### src/rtl/reflet_spi_pkg.sv
// ============================================================================
//  Module      : reflet_spi_pkg
//  Description : Register map, bit positions and FSM encoding for reflet_spi.
//  Revision    : 1.0 - initial release
// ============================================================================
`default_nettype none

package reflet_spi_pkg;

  localparam int c_spi_size = 4;

  localparam logic [1:0] c_reg_ctrl   = 2'd0;
  localparam logic [1:0] c_reg_div    = 2'd1;
  localparam logic [1:0] c_reg_data   = 2'd2;
  localparam logic [1:0] c_reg_status = 2'd3;

  localparam int c_ctrl_en    = 0;
  localparam int c_ctrl_cpol  = 1;
  localparam int c_ctrl_cpha  = 2;
  localparam int c_ctrl_cs    = 3;
  localparam int c_ctrl_ie    = 4;
  localparam int c_ctrl_width = 5;

  localparam int c_stat_busy = 0;
  localparam int c_stat_done = 1;
  localparam int c_stat_ovr  = 2;

  localparam logic [0:0] c_st_idle  = 1'b0;
  localparam logic [0:0] c_st_shift = 1'b1;

endpackage

`default_nettype wire

### src/rtl/reflet_spi_clkgen.sv
// ============================================================================
//  Module      : reflet_spi_clkgen
//  Description : SCLK timebase; half-period and edge counters with strobes.
//  Revision    : 1.0 - initial release
// ============================================================================
`default_nettype none

module reflet_spi_clkgen (
  input  logic       clk,
  input  logic       reset,
  input  logic       start,
  input  logic       abort,
  input  logic       run,
  input  logic [7:0] div,
  output logic       lead,
  output logic       trail,
  output logic       last
);

  logic [7:0] r_half_cnt;
  logic [3:0] r_edge_cnt;
  logic       w_wrap;
  logic       w_tick;

  assign w_wrap = (r_half_cnt == div);
  // Strobes are masked on start/abort so a restarting or dying transfer never sees an edge.
  assign w_tick = run && w_wrap && !start && !abort;

  always_ff @(posedge clk or posedge reset) begin
    if (reset) begin
      r_half_cnt <= 8'd0;
      r_edge_cnt <= 4'd0;
    end else if (start || abort) begin
      r_half_cnt <= 8'd0;
      r_edge_cnt <= 4'd0;
    end else if (run) begin
      if (w_wrap) begin
        r_half_cnt <= 8'd0;
        r_edge_cnt <= r_edge_cnt + 4'd1;
      end else begin
        r_half_cnt <= r_half_cnt + 8'd1;
      end
    end
  end

  assign lead  = w_tick && !r_edge_cnt[0];
  assign trail = w_tick &&  r_edge_cnt[0];
  assign last  = w_tick && (r_edge_cnt == 4'd15);

endmodule

`default_nettype wire

### src/rtl/reflet_spi.sv
// ============================================================================
//  Module      : reflet_spi
//  Description : Byte-wide SPI master with a four-register peripheral-bus map.
//  Revision    : 1.0 - initial release
// ============================================================================
`default_nettype none

module reflet_spi
  import reflet_spi_pkg::*;
#(
  parameter int          base_addr_size = 16,
  parameter int unsigned base_addr      = 0
) (
  input  logic                      clk,
  input  logic                      reset,
  input  logic                      enable,
  input  logic [base_addr_size-1:0] addr,
  input  logic [7:0]                data_in,
  output logic [7:0]                data_out,
  input  logic                      write_en,
  output logic                      interrupt,
  output logic                      sclk,
  output logic                      mosi,
  input  logic                      miso,
  output logic                      cs_n
);

  localparam logic [base_addr_size:0] c_base_lo = (base_addr_size+1)'(base_addr);
  localparam logic [base_addr_size:0] c_base_hi = (base_addr_size+1)'(base_addr + c_spi_size);

  logic [c_ctrl_width-1:0] r_ctrl;
  logic [7:0]              r_div;
  logic [7:0]              r_rx_data;
  logic                    r_done;
  logic                    r_ovr;
  logic [0:0]              r_state;
  logic [0:0]              w_state_next;
  logic [7:0]              r_tx;
  logic [7:0]              r_rx;
  logic                    r_sclk;
  logic                    r_mosi;

  logic       w_sel;
  logic [1:0] w_off;
  logic       w_we;
  logic       w_ctrl_we;
  logic       w_div_we;
  logic       w_data_we;
  logic       w_status_we;
  logic       w_busy;
  logic       w_idle;
  logic       w_start;
  logic       w_abort;
  logic       w_lead;
  logic       w_trail;
  logic       w_last;
  logic       w_cpha;
  logic       w_sample;
  logic       w_shift_out;
  logic [7:0] w_rx_next;
  logic [7:0] w_rdata;

  assign w_sel       = enable && ({1'b0, addr} >= c_base_lo) && ({1'b0, addr} < c_base_hi);
  assign w_off       = addr[1:0] - c_base_lo[1:0];
  assign w_we        = w_sel && write_en;
  assign w_ctrl_we   = w_we && (w_off == c_reg_ctrl);
  assign w_div_we    = w_we && (w_off == c_reg_div);
  assign w_data_we   = w_we && (w_off == c_reg_data);
  assign w_status_we = w_we && (w_off == c_reg_status);

  assign w_start = w_data_we && r_ctrl[c_ctrl_en] && w_idle;
  // Clearing EN kills the transfer on the very edge that writes it.
  assign w_abort = w_busy && w_ctrl_we && !data_in[c_ctrl_en];

  reflet_spi_clkgen u_clkgen (
    .clk   (clk),
    .reset (reset),
    .start (w_start),
    .abort (w_abort),
    .run   (w_busy),
    .div   (r_div),
    .lead  (w_lead),
    .trail (w_trail),
    .last  (w_last)
  );

  always_ff @(posedge clk or posedge reset) begin
    if (reset) begin
      r_state <= c_st_idle;
    end else begin
      r_state <= w_state_next;
    end
  end

  always_comb begin
    w_state_next = r_state;
    case (r_state)
      c_st_idle:  if (w_start) w_state_next = c_st_shift;
      c_st_shift: if (w_abort || w_last) w_state_next = c_st_idle;
      default:    w_state_next = c_st_idle;
    endcase
  end

  always_comb begin
    w_busy = (r_state == c_st_shift);
    w_idle = (r_state == c_st_idle);
  end

  // With CPHA=0 bit7 goes out at start, so the remaining bits queue up pre-shifted.
  assign w_cpha      = r_ctrl[c_ctrl_cpha];
  assign w_sample    = w_cpha ? w_trail : w_lead;
  assign w_shift_out = w_cpha ? w_lead  : (w_trail && !w_last);
  assign w_rx_next   = w_sample ? {r_rx[6:0], miso} : r_rx;

  always_ff @(posedge clk or posedge reset) begin
    if (reset) begin
      r_tx   <= 8'd0;
      r_rx   <= 8'd0;
      r_sclk <= 1'b0;
      r_mosi <= 1'b0;
    end else if (w_start) begin
      r_tx   <= w_cpha ? data_in : {data_in[6:0], 1'b0};
      r_rx   <= 8'd0;
      r_sclk <= r_ctrl[c_ctrl_cpol];
      if (!w_cpha) r_mosi <= data_in[7];
    end else if (w_busy && !w_abort) begin
      r_rx <= w_rx_next;
      if (w_lead || w_trail) r_sclk <= ~r_sclk;
      if (w_shift_out) begin
        r_mosi <= r_tx[7];
        r_tx   <= {r_tx[6:0], 1'b0};
      end
    end
  end

  always_ff @(posedge clk or posedge reset) begin
    if (reset) begin
      r_ctrl    <= '0;
      r_div     <= 8'd0;
      r_rx_data <= 8'd0;
      r_done    <= 1'b0;
      r_ovr     <= 1'b0;
    end else begin
      if (w_ctrl_we) r_ctrl <= data_in[c_ctrl_width-1:0];
      if (w_div_we)  r_div  <= data_in;
      if (w_last)    r_rx_data <= w_rx_next;
      // Flag sets take priority over a same-edge write-1-to-clear.
      if (w_last)                                r_done <= 1'b1;
      else if (w_status_we && data_in[c_stat_done]) r_done <= 1'b0;
      if (w_data_we && w_busy)                   r_ovr <= 1'b1;
      else if (w_status_we && data_in[c_stat_ovr])  r_ovr <= 1'b0;
    end
  end

  always_comb begin
    w_rdata = 8'd0;
    case (w_off)
      c_reg_ctrl:   w_rdata = {3'd0, r_ctrl};
      c_reg_div:    w_rdata = r_div;
      c_reg_data:   w_rdata = r_rx_data;
      c_reg_status: w_rdata = {5'd0, r_ovr, r_done, w_busy};
      default:      w_rdata = 8'd0;
    endcase
  end

  assign data_out  = w_sel ? w_rdata : 8'd0;
  assign sclk      = w_busy ? r_sclk : r_ctrl[c_ctrl_cpol];
  assign mosi      = r_mosi;
  assign cs_n      = ~r_ctrl[c_ctrl_cs];
  assign interrupt = r_done & r_ctrl[c_ctrl_ie];

endmodule

`default_nettype wire

### config.mk
export PLATFORM = sky130hd
export DESIGN_NAME = reflet_spi
export DESIGN_NICKNAME = d
export VERILOG_FILES = /design/src/rtl/reflet_spi_pkg.sv /design/src/rtl/reflet_spi_clkgen.sv /design/src/rtl/reflet_spi.sv
export SDC_FILE = /design/constraint.sdc
export NUM_CORES = 1
export LEC_CHECK = 0
export ABC_AREA = 1
export BUFFER_PORTS_ARGS = -buffer_cell sky130_fd_sc_hd__buf_4
export CAP_MARGIN = 15
export CORE_AREA = 10 10 86 88
export CTS_CLUSTER_SIZE = 14
export DETAILED_ROUTE_END_ITERATION = 12
export DIE_AREA = 0 0 96 98
export PLACE_DENSITY = 0.76
export SLEW_MARGIN = 10
export SYNTH_ARGS = -nofsm -noshare
export SYNTH_HDL_FRONTEND = slang
export SYNTH_HIERARCHICAL = 1
export SYNTH_SLANG_ARGS = --single-unit
### constraint.sdc
create_clock -name clk -period 2.9 [get_ports clk]
set_input_delay 0.87 -clock clk [delete_from_list [all_inputs] [get_ports clk]]
set_output_delay 0.87 -clock clk [all_outputs]
set_load 0.005 [all_outputs]
==> reports/qor.csv, run 1 <==
stage,metric,value,unit
run_status,status,"complete, no violations",
logic_synthesis,syn_area,3210,µm²
critical_path,startpoint_type,input pin,
final_layout,final_area,3720,µm²
route,drc,0,
critical_path,critPathMaxFanout,8,
power,power_switching,296,µW
sta,rsz0062_at_grt,no,
clock_network,cts.repair.resized,0,
critical_path,worstRegToRegCells,14,
die,die_h,98,µm
final_layout,seqCellArea,1350,µm²
sta,tightest_slew,0.538,ns
hold_path,hold_start,r_tx[1]$_DFFE_PP0P_,
placement,gp_congestion,0.869,
critical_path,required,2.03,ns
global_route,overflow,0,
sta,max_freq,0.359,GHz
sta,slew_headroom,64.1,%
critical_path,rr_endpoint,r_rx[7]$_DFFE_PP0N_,
clock_network,cts_tree,done,
power,power.total,1300,µW
clock_network,cts_buffers,5,
route,wirelength,7710,µm
hold_path,hold_end,r_tx[1]$_DFFE_PP0P_,
final_layout,drive_above_1_share,18.9,%
sta,period_needed,2.78,ns
sta,slew_violations,0,
clock_network,ctsHoldBuffers,0,
clock_network,htreeDepth,2,
final_layout,fin_nets,527,
power,combPwrFrac,6.0,%
placement,portBuffers,40,
final_layout,multi_input_area,1570,µm²
clock_network,clk_latency,0.31,ns
route,drt_pass1_iterations,4,
die,start_util,55.9,%
placement,dpl_cell_area,3620,µm²
logic_synthesis,synth_seq_area_share,42.0,%
route,drt-initial-drc-count,180,
logic_synthesis,synthCells,449,
power,p_clk_share,36.0,%
clock_network,cts_root_buf,clkbuf_8,
flow_run,drv_cap,0,
power,vdd_drop_max,0.000240,V
die,num_rows,28,
placement,hpwl,6000,µm
clock_network,cts.sinks,54,
logic_synthesis,syn_area_per_cell,7.16,µm²
critical_path,r2r_start,r_state$_DFF_PP0_,
logic_synthesis,ys_warn_count,6,
global_route,first_global_vias,2752,
logic_synthesis,synth_fp_nets,480,
final_layout,diodes,0,
sta,setup_ws,0.116,ns
die,dieArea,9410,µm²
route,wl_per_cell,13.5,µm
global_route,grt_pass1_wl,12900,µm
sta,finalSetupViolCount,0,
sta,fin_skew,0.00865,ns
critical_path,worstPathArrival,1.91,ns
die,dieWidth,96,µm
hold_path,worstHoldPathType,reg2reg,
sta,tns,0,ns
global_route,grt_max_degree,43,
power,swShare,22.7,%
route,ant_nets,0,
final_layout,nFillCells,536,
placement,place_ws,-0.107,ns
sta,hold_viol,0,
power,p_int,1010,µW
die,io_pins,41,
critical_path,regToRegSetupSlack,0.57,ns
clock_network,clock_path_buffers,2,
power,powerDensity,349,nW/µm²
final_layout,syn2layout_area_growth,15.9,%
global_route,antenna_found_initial,0,
hold_path,hold_depth,2,
critical_path,path_class,in2out,
power,power_leakage,0.00195,µW
global_route,grt.total_usage,16.7,%
sta,fin_crit_sh,96.0,%
logic_synthesis,yosysUniqueCellTypes,32,
die,core,5750,µm²
clock_network,postCtsSetupRepairBufs,0,
logic_synthesis,ys_seq_elements,54,
power,seqPwrFrac,58.0,%
clock_network,path_clk_slew,0.09,ns
final_layout,fin_util,64.8,%
route,num_vias,2964,
route,routed_via_density,5.18,
critical_path,crit_path_end_kind,output port,
critical path, stage by stage:
cell and delay (ns):
buf_4 0.14, inv_1 0.12, nand2_1 0.10, inv_2 0.15
nand2_1 0.07, a311oi_1 0.29, buf_4 0.18
metal layers:
| layer | vias up | global-route usage, % | wire (µm) |
|---|---|---|---|
| li1 | 1508 | - | - |
| met1 | 1360 | 22.9 | 3570 |
| met2 | 92 | 26.0 | 3540 |
| met3 | 4 | 3.60 | 548 |
| met4 | 0 | 3.63 | 51 |
| met5 | - | 0 | 0 |
layout by cell type, fill, tap and decap left out, types with 3 or more instances in the layout:
cell / synthesis / layout
nor2_4: 3 / 3
nand3_2: 3 / 3
clkbuf_8: 0 / 7
nand2_1: 152 / 152
nand3_1: 19 / 19
inv_1: 55 / 55
dfrtp_1: 54 / 54
o21ai_0: 52 / 52
buf_4: 1 / 49
xor2_1: 5 / 5
nor2_1: 38 / 37
inv_2: 6 / 6
nor2_2: 5 / 6
nand4_1: 5 / 5
o21ai_1: 8 / 8
nand2_2: 8 / 8
a21oi_1: 6 / 6
nand2_4: 4 / 4
registers in the layout, indices dropped and copies added (netlist names):
| signal | cells |
|---|---|
| mosi | 1 |
| r_ctrl | 5 |
| r_div | 8 |
| r_done | 1 |
| r_ovr | 1 |
| r_rx | 8 |
| r_rx_data | 8 |
| r_sclk | 1 |
| r_state | 1 |
| r_tx | 8 |
| u_clkgen/r_edge_cnt | 4 |
| u_clkgen/r_half_cnt | 8 |
per-stage QoR:
stage / hold WS [ns] / std cells
finish: 0.498 / 572
global placement: 0.469 / 564
global route: 0.515 / 572
floorplan: 0.448 / 449
CTS: 0.502 / 572
detailed placement: 0.478 / 564
cell type report:
| cell class | count | area share, % |
|---|---|---|
| Inverter | 62 | 6.25 |
| Multi-Input combinational cell | 324 | 42.3 |
| Clock buffer | 7 | 2.59 |
| Clock inverter | 1 | 0.235 |
| Tap cell | 75 | 2.52 |
| Sequential cell | 54 | 36.3 |
| Timing Repair Buffer | 49 | 9.88 |
worst max-delay path by stage:
stage / depth (start not counted) / endpoint / start
floorplan: 18 / r_tx[2]$_DFFE_PP0P_ / addr[3]
global placement: 18 / r_rx[7]$_DFFE_PP0N_ / addr[3]
detailed placement: 18 / r_rx[7]$_DFFE_PP0N_ / addr[9]
CTS: 7 / data_out[1] / addr[0]
global route: 7 / data_out[2] / addr[0]
finish: 7 / data_out[1] / addr[0]
cell usage after synthesis, drive strengths merged:
master / n / area share [%]
a311oi: 2 / 0.55
o21ai: 62 / 9.9
clkinv: 1 / 0.12
mux2: 2 / 0.70
nand4: 5 / 0.97
nand2: 164 / 21
nand3: 23 / 4.4
a21oi: 6 / 0.93
nor2: 47 / 7.1
buf: 6 / 1.5
inv: 61 / 7.1
clkbuf: 3 / 0.35
a221oi: 1 / 0.27
a211oi: 1 / 0.23
dfrtp: 54 / 42
ha: 2 / 0.78
nor3: 1 / 0.31
a31oi: 2 / 0.39
xnor2: 1 / 0.27
xor2: 5 / 1.4
power by group through the flow:
stage	Clock, µW	Combinational [µW]	Sequential, µW
2_1_floorplan	0	31.8	769
3_3_place_gp	0	77.9	769
3_5_place_dp	0	79.1	769
4_1_cts	480	79.3	754
5_1_grt	511	89.0	755
6_report	468	78.4	754
cells by family (layout without fill, tap and decap cells):
logic type,Yosys count,after routing,share of synthesized area [%]
DFF,54,54,42.0
muxes,2,2,0.701
and+or+nand+nor,240,240,33.5
buffers and inverters,71,119,9.07
xor gates and xnor gates,6,6,1.63
AOI/OAI and AO/OA,74,74,12.3
adders and majority gates,2,2,0.778
Note: power is estimated with default switching activity, not from simulation.
==> run 2, diff against run 1 <==
--- a/config.mk
+++ b/config.mk
@@ -5,7 +5,6 @@
 export SDC_FILE = /design/constraint.sdc
 export NUM_CORES = 1
 export LEC_CHECK = 0
-export ABC_AREA = 1
 export BUFFER_PORTS_ARGS = -buffer_cell sky130_fd_sc_hd__buf_4
 export CAP_MARGIN = 15
 export CORE_AREA = 10 10 86 88
==> reports/qor.csv, run 2 <==
stage,metric,value,unit
clock_network,path_clk_slew,0.08,ns
route,ant_nets,0,
logic_synthesis,ys_warn_count,6,
global_route,overflow,0,
sta,rsz0062_at_grt,yes,
placement,gp_congestion,0.811,
sta,slew_headroom,58.8,%
placement,portBuffers,40,
power,p_int,965,µW
logic_synthesis,synth_edf_count,0,
die,io_pins,41,
die,num_rows,28,
route,routed_via_density,5.77,
die,start_util,56.0,%
route,num_vias,2549,
global_route,first_global_vias,2591,
clock_network,clk_latency,0.31,ns
sta,slew_violations,0,
clock_network,postCtsSetupRepairBufs,0,
sta,hold_ws,0.514,ns
clock_network,cts_root_buf,clkbuf_8,
logic_synthesis,synth_area_leaders,"dfrtp_1 (42%), mux2i_1 (6.2%), mux2_4 (6.1%)",
clock_network,clock_path_buffers,2,
critical_path,worstPathArrival,2.00,ns
sta,max_freq,0.349,GHz
power,vdd_drop_max,0.000215,V
sta,hold_viol,0,
global_route,grt_max_degree,43,
logic_synthesis,ys_seq_elements,54,
logic_synthesis,synth.most_common_cell,dfrtp_1,
sta,fin_crit_sh,98.9,%
final_layout,syn2layout_area_growth,20.0,%
placement,hpwl,6060,µm
critical_path,critPathMaxFanout,5,
logic_synthesis,synth_seq_area_share,42.0,%
final_layout,fin_nets,398,
final_layout,diodes,0,
final_layout,final_area,3860,µm²
power,power.total,1240,µW
route,drc,0,
logic_synthesis,syn_area,3220,µm²
logic_synthesis,yosysTopAreaCell,dfrtp_1,
logic_synthesis,syn_area_per_cell,10.4,µm²
die,dieArea,9410,µm²
critical_path,required,2.03,ns
placement,dpl_cell_area,3770,µm²
power,p_clk_share,32.0,%
final_layout,finalNonFillerCells,442,
route,drt-initial-drc-count,142,
hold_path,worstHoldPathType,reg2reg,
route,wl_per_cell,17.9,µm
critical_path,crit_path_end_kind,output port,
route,wirelength,7890,µm
power,combPwrFrac,7.4,%
power,powerDensity,322,nW/µm²
die,die_h,98,µm
run_status,status,"complete, no violations",
clock_network,cts.sinks,54,
die,dieWidth,96,µm
power,seqPwrFrac,60.6,%
power,power_switching,279,µW
power,swShare,22.5,%
logic_synthesis,ys_async_sr_fraction,100,%
global_route,antenna_found_initial,0,
critical_path,startpoint_type,input pin,
sta,finalSetupViolCount,0,
final_layout,final_common_cell,buf_4,
logic_synthesis,synthCells,309,
global_route,grt.total_usage,17.5,%
critical_path,regToRegSetupSlack,0.30,ns
clock_network,cts.repair.resized,0,
logic_synthesis,yosysUniqueCellTypes,54,
logic_synthesis,synth-main-ff-cell,dfrtp_1,
sta,period_needed,2.87,ns
clock_network,cts_buffers,5,
final_layout,most-common-layout-cells,"buf_4 (61), dfrtp_1 (54), a21oi_1 (33), nand2_1 (25), nor2_1 (24)",
logic_synthesis,synth_fp_nets,340,
placement,place_inst,435,
clock_network,cts_tree,done,
final_layout,drive_above_1_share,30.8,%
clock_network,htreeDepth,2,
critical_path,path_class,in2out,
die,core,5750,µm²
route,drt_pass1_iterations,4,
sta,tightest_slew,0.615,ns
logic_synthesis,synth_common_cells,"dfrtp_1 (54), a21oi_1 (33), nand2_1 (25)",
sta,fin_skew,0.0114,ns
flow_run,drv_cap,0,
power,power_leakage,0.00186,µW
global_route,grt_pass1_wl,13200,µm
logic_synthesis,synth_top_area_share,42.0,%
clock_network,ctsHoldBuffers,0,
run 2: changes by cell type in the layout (fill, tap and decap cells not counted), sizes merged, moves of 10 or more:
cell and change:
mux2 +12, a21oi +29, nand3 -15, nor2 -23, xnor2 +10, inv -54
and2 +11, mux2i +21, nand2 -137, o21ai -57, buf +17
run 2: logic make-up after synthesis:
group	Yosys count	share of synthesized area [%]
flops	54	42.0
fa+ha+maj	2	0.777
xor+xnor	11	2.99
compound gates	61	12.5
mux	38	15.4
simple gates	121	22.5
buf+inv	22	3.81
run 2: path summary, 6_finish.rpt:
| kind | start | to | cells past startpoint |
|---|---|---|---|
| worst max-delay path | addr[9] | data_out[7] | 6 |
| worst min-delay path | r_done$_DFFE_PP0P_ | r_done$_DFFE_PP0P_ | 1 |
| worst max register to register | u_clkgen/r_half_cnt[0]$_DFFE_PP0P_ | r_tx[0]$_DFFE_PP0P_ | 10 |
| worst min register to register | r_done$_DFFE_PP0P_ | r_done$_DFFE_PP0P_ | 1 |
| max in group asynchronous | reset | r_done$_DFFE_PP0P_ | 3 |
| min in group asynchronous | reset | u_clkgen/r_half_cnt[5]$_DFFE_PP0P_ | 2 |
run 2: per-layer routing:
metal	wire length [µm]	vias to the layer above	track usage, %
met3	229	15	3.06
met1	3360	1257	21.8
li1	-	1228	-
met5	0	-	0
met4	188	0	6.13
met2	4120	49	29.3
run 2: worst max-delay path, stage by stage:
cell and delay, ns:
buf_8 0.10, nor4b_4 0.29, buf_4 0.16, nand4_1 0.22, nor2_1 0.21, buf_4 0.14
run 2: cell type report:
| cell class | instances | area (µm²) |
|---|---|---|
| Fill cell | 459 | 1880 |
| Multi-Input combinational cell | 233 | 1780 |
| Sequential cell | 54 | 1350 |
| Timing Repair Buffer | 66 | 536 |
| Tap cell | 75 | 93.8 |
| Clock buffer | 7 | 76.3 |
| Inverter | 7 | 26.3 |
run 2: power groups by stage:
| stage | combinational [µW] | clock, µW | sequential [µW] |
|---|---|---|---|
| 2_1_floorplan | 30.8 | 0 | 768 |
| 3_3_place_gp | 88.7 | 0 | 768 |
| 3_5_place_dp | 90.9 | 0 | 769 |
| 4_1_cts | 91.0 | 407 | 754 |
| 5_1_grt | 101 | 447 | 754 |
| 6_report | 92.1 | 398 | 754 |
run 2: metrics by stage:
stage                     worst slack, ns  TNS [ns]  utilization (%)
final                              0.0324         0             67.2
after global routing              -0.0299   -0.0840             67.2
after CTS                          0.0266         0             66.9
after detailed placement           -0.265     -4.61             65.6
after global placement             -0.171     -2.52             65.6
after floorplan                    -0.220     -2.89                -
